### config.mk
export PLATFORM = sky130hd
export DESIGN_NAME = conv_pixel_feeder
export DESIGN_NICKNAME = d
export VERILOG_FILES = /design/src/rtl/conv_pixel_feeder.sv
export SDC_FILE = /design/constraint.sdc
export NUM_CORES = 1
export LEC_CHECK = 0
export ABC_AREA = 0
export CAP_MARGIN = 5
export CORE_MARGIN = 5
export CORE_UTILIZATION = 50
export CTS_CLUSTER_DIAMETER = 100
export DETAILED_ROUTE_END_ITERATION = 8
export PLACE_DENSITY = 0.79
export SLEW_MARGIN = 10
export SYNTH_ARGS = -nofsm -noshare
export SYNTH_HDL_FRONTEND = slang
export SYNTH_SLANG_ARGS = --single-unit
### constraint.sdc
create_clock -name CLK -period 5.7 [get_ports CLK]
set_input_delay 0.855 -clock CLK [delete_from_list [all_inputs] [get_ports CLK]]
set_output_delay 0.855 -clock CLK [all_outputs]
set_load 0.05 [all_outputs]
### src/rtl/conv_pixel_feeder.sv
// Streams one stored feature map from a synchronous-read frame buffer into a line-buffer
// conv engine in raster order, appends zero flush pixels, and counts the engine's results.
module conv_pixel_feeder #(
    parameter int IMG_Width   = 5,
    parameter int IMG_Height  = 5,
    parameter int Datawidth   = 16,
    parameter int Addr_Width  = 10,
    parameter int Flush_Count = 2 * IMG_Width + 2,
    parameter int Stride      = 1
) (
    input  logic                  CLK,
    input  logic                  CLR,
    input  logic                  Start,
    input  logic [Addr_Width-1:0] Base_Addr,
    input  logic                  Hold,
    output logic                  Mem_RdEn,
    output logic [Addr_Width-1:0] Mem_Addr,
    input  logic [Datawidth-1:0]  Mem_Data,
    output logic [Datawidth-1:0]  Out,
    output logic                  Valid_OUT,
    input  logic                  Result_Valid,
    output logic [15:0]           Result_Count,
    output logic                  Busy,
    output logic                  Done
);
    localparam int N  = IMG_Width * IMG_Height;
    localparam int E  = ((IMG_Width + Stride - 1) / Stride) * ((IMG_Height + Stride - 1) / Stride);
    localparam int IW = $clog2(N + 1);
    localparam int FW = $clog2(Flush_Count + 2);
    localparam logic [IW-1:0] LAST_IDX   = IW'(N - 1);
    localparam logic [FW-1:0] FLUSH_INIT = FW'(Flush_Count);
    localparam logic [15:0]   E_CNT      = 16'(E);

    typedef enum logic [2:0] {S_IDLE, S_READ, S_FLUSH, S_WAIT_OUT, S_DONE} state_t;

    state_t                state_q;
    logic [Addr_Width-1:0] base_q;
    logic [Addr_Width-1:0] mem_addr_q;
    logic [IW-1:0]         idx_q;
    logic [FW-1:0]         flush_q;
    logic                  mem_rden_q;
    logic                  rd_pending_q;
    logic                  valid_q;
    logic                  busy_q;
    logic                  done_q;
    logic [Datawidth-1:0]  out_q;
    logic [15:0]           rcount_q;
    logic [15:0]           rcount_d;
    logic                  counting;
    logic                  pipe_empty;

    function automatic logic [15:0] sat_inc(input logic [15:0] c);
        return (c == 16'hFFFF) ? c : c + 16'd1;
    endfunction

    assign counting   = (state_q == S_READ) || (state_q == S_FLUSH) || (state_q == S_WAIT_OUT);
    assign rcount_d   = (counting && Result_Valid) ? sat_inc(rcount_q) : rcount_q;
    // A zero may only follow once no real pixel is still travelling through the RAM pipe.
    assign pipe_empty = !mem_rden_q && !rd_pending_q;

    always_ff @(posedge CLK or posedge CLR) begin
        if (CLR) begin
            state_q      <= S_IDLE;
            base_q       <= '0;
            mem_addr_q   <= '0;
            idx_q        <= '0;
            flush_q      <= '0;
            mem_rden_q   <= 1'b0;
            rd_pending_q <= 1'b0;
            valid_q      <= 1'b0;
            busy_q       <= 1'b0;
            done_q       <= 1'b0;
            out_q        <= '0;
            rcount_q     <= '0;
        end else begin
            rd_pending_q <= mem_rden_q;
            mem_rden_q   <= 1'b0;
            valid_q      <= 1'b0;
            done_q       <= 1'b0;
            if (rd_pending_q) begin
                out_q   <= Mem_Data;
                valid_q <= 1'b1;
            end

            case (state_q)
                S_IDLE: begin
                    if (Start) begin
                        base_q   <= Base_Addr;
                        idx_q    <= '0;
                        rcount_q <= '0;
                        busy_q   <= 1'b1;
                        state_q  <= S_READ;
                    end
                end
                S_READ: begin
                    rcount_q <= rcount_d;
                    if (!Hold) begin
                        mem_rden_q <= 1'b1;
                        mem_addr_q <= base_q + Addr_Width'(idx_q);
                        idx_q      <= idx_q + IW'(1);
                        if (idx_q == LAST_IDX) begin
                            flush_q <= FLUSH_INIT;
                            state_q <= S_FLUSH;
                        end
                    end
                end
                S_FLUSH: begin
                    rcount_q <= rcount_d;
                    if (flush_q == '0) begin
                        if (pipe_empty) state_q <= S_WAIT_OUT;
                    end else if (pipe_empty && !Hold) begin
                        out_q   <= '0;
                        valid_q <= 1'b1;
                        flush_q <= flush_q - FW'(1);
                        if (flush_q == FW'(1)) state_q <= S_WAIT_OUT;
                    end
                end
                S_WAIT_OUT: begin
                    rcount_q <= rcount_d;
                    // The strobe that reaches E in this cycle is already folded into rcount_d.
                    if (rcount_d >= E_CNT) begin
                        done_q  <= 1'b1;
                        busy_q  <= 1'b0;
                        state_q <= S_DONE;
                    end
                end
                S_DONE: begin
                    state_q <= S_IDLE;
                end
                default: begin
                    state_q <= S_IDLE;
                end
            endcase
        end
    end

    assign Mem_RdEn     = mem_rden_q;
    assign Mem_Addr     = mem_addr_q;
    assign Out          = out_q;
    assign Valid_OUT    = valid_q;
    assign Result_Count = rcount_q;
    assign Busy         = busy_q;
    assign Done         = done_q;
endmodule

After elaboration in Yosys (flattened, before gate mapping). Cells that the tools add are included.

Register bits: 69. Output and inout bits: 46.

Add/subtract/negate cells: 4. $lt $le $gt $ge: 1. Eq/ne operators: 15. Muxes and demuxes: 36. Bitwise gates (word level): 1. Reductions and logical operators: 22.

Operators by type and width (number): two-way mux 16 bit (7); one-hot mux 16 bit (2 select lines) (1); two-way mux 3 bit (8); adder 16 x 1 -> 16 bit (second input constant) (1); == test 16 bit (second input constant) (1); >= comparator 16 x 5 -> 1 bit (second input constant) (1); two-way mux 4 bit (4); one-hot mux 3 bit (4 select lines) (1); adder 10 x 5 -> 10 bit (1); two-way mux 1 bit (10); two-way mux 5 bit (2); one-hot mux 5 bit (2 select lines) (1); one-hot mux 4 bit (2 select lines) (1); nonzero test 2 bit (4); AND reduction 7 bit (1); == test 3 x 2 -> 1 bit (second input constant) (2); inequality test 2 x 1 -> 1 bit (second input constant) (3); inequality test 2 bit (second input constant) (3); inequality test 3 x 1 -> 1 bit (second input constant) (2); AND reduction 2 bit (3); AND reduction 3 bit (2); adder 5 x 1 -> 5 bit (second input constant) (1); == test 5 bit (second input constant) (1); AND reduction 5 bit (1); other kinds (12) (17).

Logic depth before layout (Yosys ltp).
Depth in word-level cells: 8. Mapped depth: 10.

Worst setup path after synthesis. OpenSTA, ideal clock, no wires.

Path type: reg2reg. Start: register rcount_q[0], in the netlist Result_Count[0]. End: register done_q, in the netlist Done. Setup time: 120 ps. Arrival time: 3055 ps. Required time: 5580 ps. Slack: 2525 ps. Cell stages (with the launch flop): 10. Path buffers: 1. Period minus slack after synthesis: 3175 ps. Cell sequence: dfrtp_1 ha_1 clkbuf_1 nand3_1 or3_2 or4_1 xnor2_1 nor4b_1 nand4_2 and3_2.

Word-level cells in the longest chain between the ends: 6. Elaborated cells on any way between the ends: 7.

RTL lines: start: declaration (RTL line 47) `logic [15:0] rcount_q;`; start signal: assignment (RTL line 96) `rcount_q <= rcount_d;`; start signal: assignment (RTL line 108) `rcount_q <= rcount_d;`; start signal: assignment (RTL line 119) `rcount_q <= rcount_d;`; adder 16 x 1 -> 16 bit or == test 16 bit (tied branches) (RTL line 53) `return (c == 16'hFFFF) ? c : c + 16'd1;`; two-way mux 16 bit (RTL line 53); two-way mux 16 bit * (RTL line 57) `assign rcount_d = (counting && Result_Valid) ? sat_inc(rcount_q) : rcount_q;`; >= comparator 16 x 5 -> 1 bit * (RTL line 121) `if (rcount_d >= E_CNT) begin`; two-way mux 1 bit * (RTL line 121); two-way mux 1 bit * (RTL line 85) `case (state_q)`; end signal: assignment (RTL line 72) `done_q <= 1'b0;`; end signal: assignment (RTL line 79) `done_q <= 1'b0;`; end signal: assignment (RTL line 122) `done_q <= 1'b1;`; end: declaration (RTL line 45) `logic done_q;`.

Every way passes the cells marked *; elsewhere a longest branch is shown, timed or not. A chain may end at the register's enable or synchronous reset.

Final worst setup path.
Start: input port Result_Valid. End: register state_q[1].

Word-level cells in the longest chain between the ends: 5.

RTL lines: start: declaration (RTL line 21) `input logic Result_Valid,`; logical AND 1 bit (RTL line 57); two-way mux 16 bit (RTL line 57); >= comparator 16 x 5 -> 1 bit (RTL line 121); inequality test 2 x 1 -> 1 bit (no source line); AND reduction 7 bit (no source line); end signal: assignment (RTL line 63) `state_q <= S_IDLE;`; end signal: assignment (RTL line 124) `state_q <= S_DONE;`; end signal: assignment (RTL line 128) `state_q <= S_IDLE;`; end: declaration (RTL line 36) `state_t state_q;`.

No other way between the ends.

==> metrics.md <==
| Metric | Value |
|---|---|
| Status | `complete, no violations` |
| Tot Pwr | `about 2.5 mW` |
| Final HPWL DP | `about 5700 um` |
| Power Density | `about 530 nW/um^2` |
| Clk network pwr share | `18.0%` |
| Hold depth | `0` |
| Slew headroom | `26.3%` |
| Crit end category | `flop` |
| Cell Count, Final, Fillers Out | `535` |
| Die Ht | `roughly 95 um` |
| Crit start category | `primary input` |
| Synthesis Warnings | `0` |
| Drt wl/cell | `14.6 um` |
| Synth top area cells | `dfrtp_1, mux2i_1, nor2_1` |
| Crit path DAT | `between 3 and 4 ns` |
| Post-synth ARST share | `100%` |
| Int Power | `1.37 mW` |
| Hold path startpoint | `Mem_RdEn$_DFF_PP0_` |
| Vias in the first global route | `2895` |
| Setup CP Type | `primary input to flop` |
| #FFs+latches synth | `around 70` |
| Pre-CTS worst setup slack | `around 2.1 ns` |
| Hold_buf cts | `0` |
| Gr usage total | `approximately a fifth` |
| Row count | `31` |
| Hold Path Class | `flop to flop` |
| Worst hold slack | `about 0.46 ns` |
| Grt met3 use | `under 10%` |
| DRT iter0 DRCs | `126` |
| Initial core utilization | `~51%` |
| Vias per cell | `between 5 and 6` |
| Synth cell types | `60` |
| Sw frac | `~44%` |
| Final ANT Viol Nets | `0` |
| First-pass GRT wire length | `approximately 14000 um` |
| Clk root buf | `clkbuf_8` |
| Met1 Use GR | `roughly a quarter` |
| Actual slew at the worst max-slew pin | `between 1 and 1.5 ns` |
| Clk sinks | `69` |
| Top FF cell, synth | `dfrtp_1` |
| Worst reg2reg setup slack | `about 2.5 ns` |
| Diode count | `0` |
| CORE AREA | `slightly above 7000 sq um` |
| Vias | `~2900` |
| Final hold vios | `0` |
| Top-area cell type share of the netlist area | `47.6%` |
| Grt total ovfl | `0` |
| Post-CTS Setup Bufs | `0` |
| Max VDD drop | `around 0.33 mV` |
| Maximum clock frequency | `slightly above 300 MHz` |
| TritonRoute pass-1 iters | `4` |
| Die area | `between 9000 and 10000 sq um` |
| Clock Path Buffers | `2` |
| Leak Pwr | `1.95 nW` |
| Req. time, crit path | `a little under 6 ns` |
| Reg-to-reg endpoint | `state_q[1]$_DFFE_PP0P_` |
| H-Tree Depth | `3` |
| Clock latency on the worst-skew pair | `0.34 ns` |
| Reg2reg start | `Result_Count[1]$_DFFE_PP0P_` |
| PnR worst setup slack | `2.49 ns` |
| Worst setup startpoint | `Result_Valid` |
| Cell count of the worst reg-to-reg path | `8` |
| Busiest grt layer | `met2` |
| Clock transition at path regs | `roughly 0.070 ns` |
| Register area share after synthesis | `47.6%` |
| Most frequent cells in the layout | `clkdlybuf4s50_1, dfrtp_1, nor2_1` |
| GR Util met2 | `32.2%` |
| Post-layout min period | `approximately 3.2 ns` |
| Combinational power share | `about 48%` |
| P_sw | `about 1.1 mW` |
| CTS tree | `yes` |
| Num CTS Buffers | `9` |
| Drt total wl | `7790 um` |
| Synth-to-Final Area Change | `28.1%` |
| Worst-path maximum fanout | `11` |
| Number of remaining DRC errors | `0` |
| Worst Clk Skew | `approximately 0.0078 ns` |
| Final setup viols | `0` |
| Hold EP | `rd_pending_q$_DFF_PP0_` |
| Syn Nets | `403` |
| Part of the power in registers | `roughly a third` |
| Largest net degree at the start of global routing | `70` |
| Nets@finish | `between 400 and 500` |
| Cells after Synth | `approximately 360` |
| RSZ-0062 raised after global routing | `no` |
| Post-route setup TNS | `0 ns` |
| Post-CTS Resized | `0` |
| Die width | `between 90 and 100 um` |
| Commonest non-fill, non-tap cell in the layout | `clkdlybuf4s50_1` |
| Layout cells sized above 1 | `10.6%` |
| Synth Area per Inst | `10.0 sq um` |
| Synth area leader | `dfrtp_1` |
| Placed cells | `519` |
| I/O pins | `between 70 and 80` |
| Synthesized area | `between 3000 and 4000 sq um` |
| Initial antenna violation count | `0` |
| Max Cap Violations | `0` |
| Placer congestion estimate | `between 0.8 and 0.9` |
| Pins Over Slew Limit | `0` |
| Number of enable flip-flop cells after synthesis | `0` |
| Final period util | `56.3%` |
| PortBufs | `76` |
==> routing by layer <==
layer	vias up	part of all wire [%]
li1	1421	-
met1	1386	43
met4	0	1.5
met3	12	5.6
met5	-	0
met2	74	50
==> state kept, by name, indices dropped and copies added, names as in the netlist, 3 cells and up <==
| signal | count |
|---|---|
| Mem_Addr | 10 |
| Out | 16 |
| Result_Count | 16 |
| base_q | 10 |
| flush_q | 4 |
| idx_q | 5 |
| state_q | 3 |
==> critical path, cell delays in order <==
cell and delay (ns):
clkdlybuf4s50_1 0.48, inv_1 0.06, or3_2 0.59, or4_1 0.49
xnor2_1 0.16, nor4b_1 0.31, nand4_2 0.23, a311oi_2 0.28
==> kinds of logic after synthesis <==
family	after synthesis	share of synthesized area, %
compound gates	78	14.1
xor+xnor	14	3.38
fa+ha+maj	11	4.00
buf+inv	38	4.83
flops	69	47.6
mux	35	10.1
simple gates	116	16.0
==> metrics by stage <==
stage               utilization (%)  cell area, sq um
global placement               61.6              4420
finish                         64.7              4640
detailed placement             61.6              4420
floorplan                         -              3630
global route                   64.7              4640
CTS                            64.7              4640
==> worst max path at each step <==
stage	cells past startpoint	to	slack, ns
final	8	state_q[1]$_DFFE_PP0P_	2.49
after detailed placement	8	state_q[1]$_DFFE_PP0P_	2.13
after global placement	8	Done$_DFF_PP0_	2.19
after CTS	8	state_q[1]$_DFFE_PP0P_	2.48
after global routing	8	state_q[1]$_DFFE_PP0P_	2.34
after floorplan	9	Done$_DFF_PP0_	2.52
==> power groups by stage <==
stage	clock network (mW)	logic (mW)	registers, mW
4_1_cts	0.451	1.19	0.840
3_3_place_gp	0	1.16	0.834
2_1_floorplan	0	0.538	1.13
6_report	0.442	1.18	0.839
3_5_place_dp	0	1.18	0.846
5_1_grt	0.472	1.29	0.871
==> cells in the mapped netlist (2+ instances only) <==
library cell	count
dfrtp_1	69
nor2_1	37
nand2_1	28
o21ai_0	25
mux2i_1	23
a21oi_1	20
inv_1	19
mux2_2	12
nand3_1	11
ha_1	10
clkbuf_1	9
nand4_1	7
xnor2_1	7
xor2_1	7
o31ai_1	6
buf_2	4
nor2b_1	4
nor3_1	4
a31oi_1	3
and3_2	3
buf_6	3
o21bai_1	3
a211oi_1	2
nand2b_1	2
nor3b_1	2
nor4_1	2
nor4b_1	2
o22ai_1	2
or2_2	2
or3_1	2
or3_4	2
==> final cells by class <==
| type | count | area (sq um) |
|---|---|---|
| clock buffers | 9 | 124 |
| well taps | 99 | 124 |
| clock inverters | 7 | 97.6 |
| inverters | 19 | 71.3 |
| multi-input cells | 254 | 1720 |
| flip-flops and latches | 69 | 1730 |
| repair buffers | 78 | 776 |
| fillers | 595 | 2530 |
(Power assumes the default switching activity.)
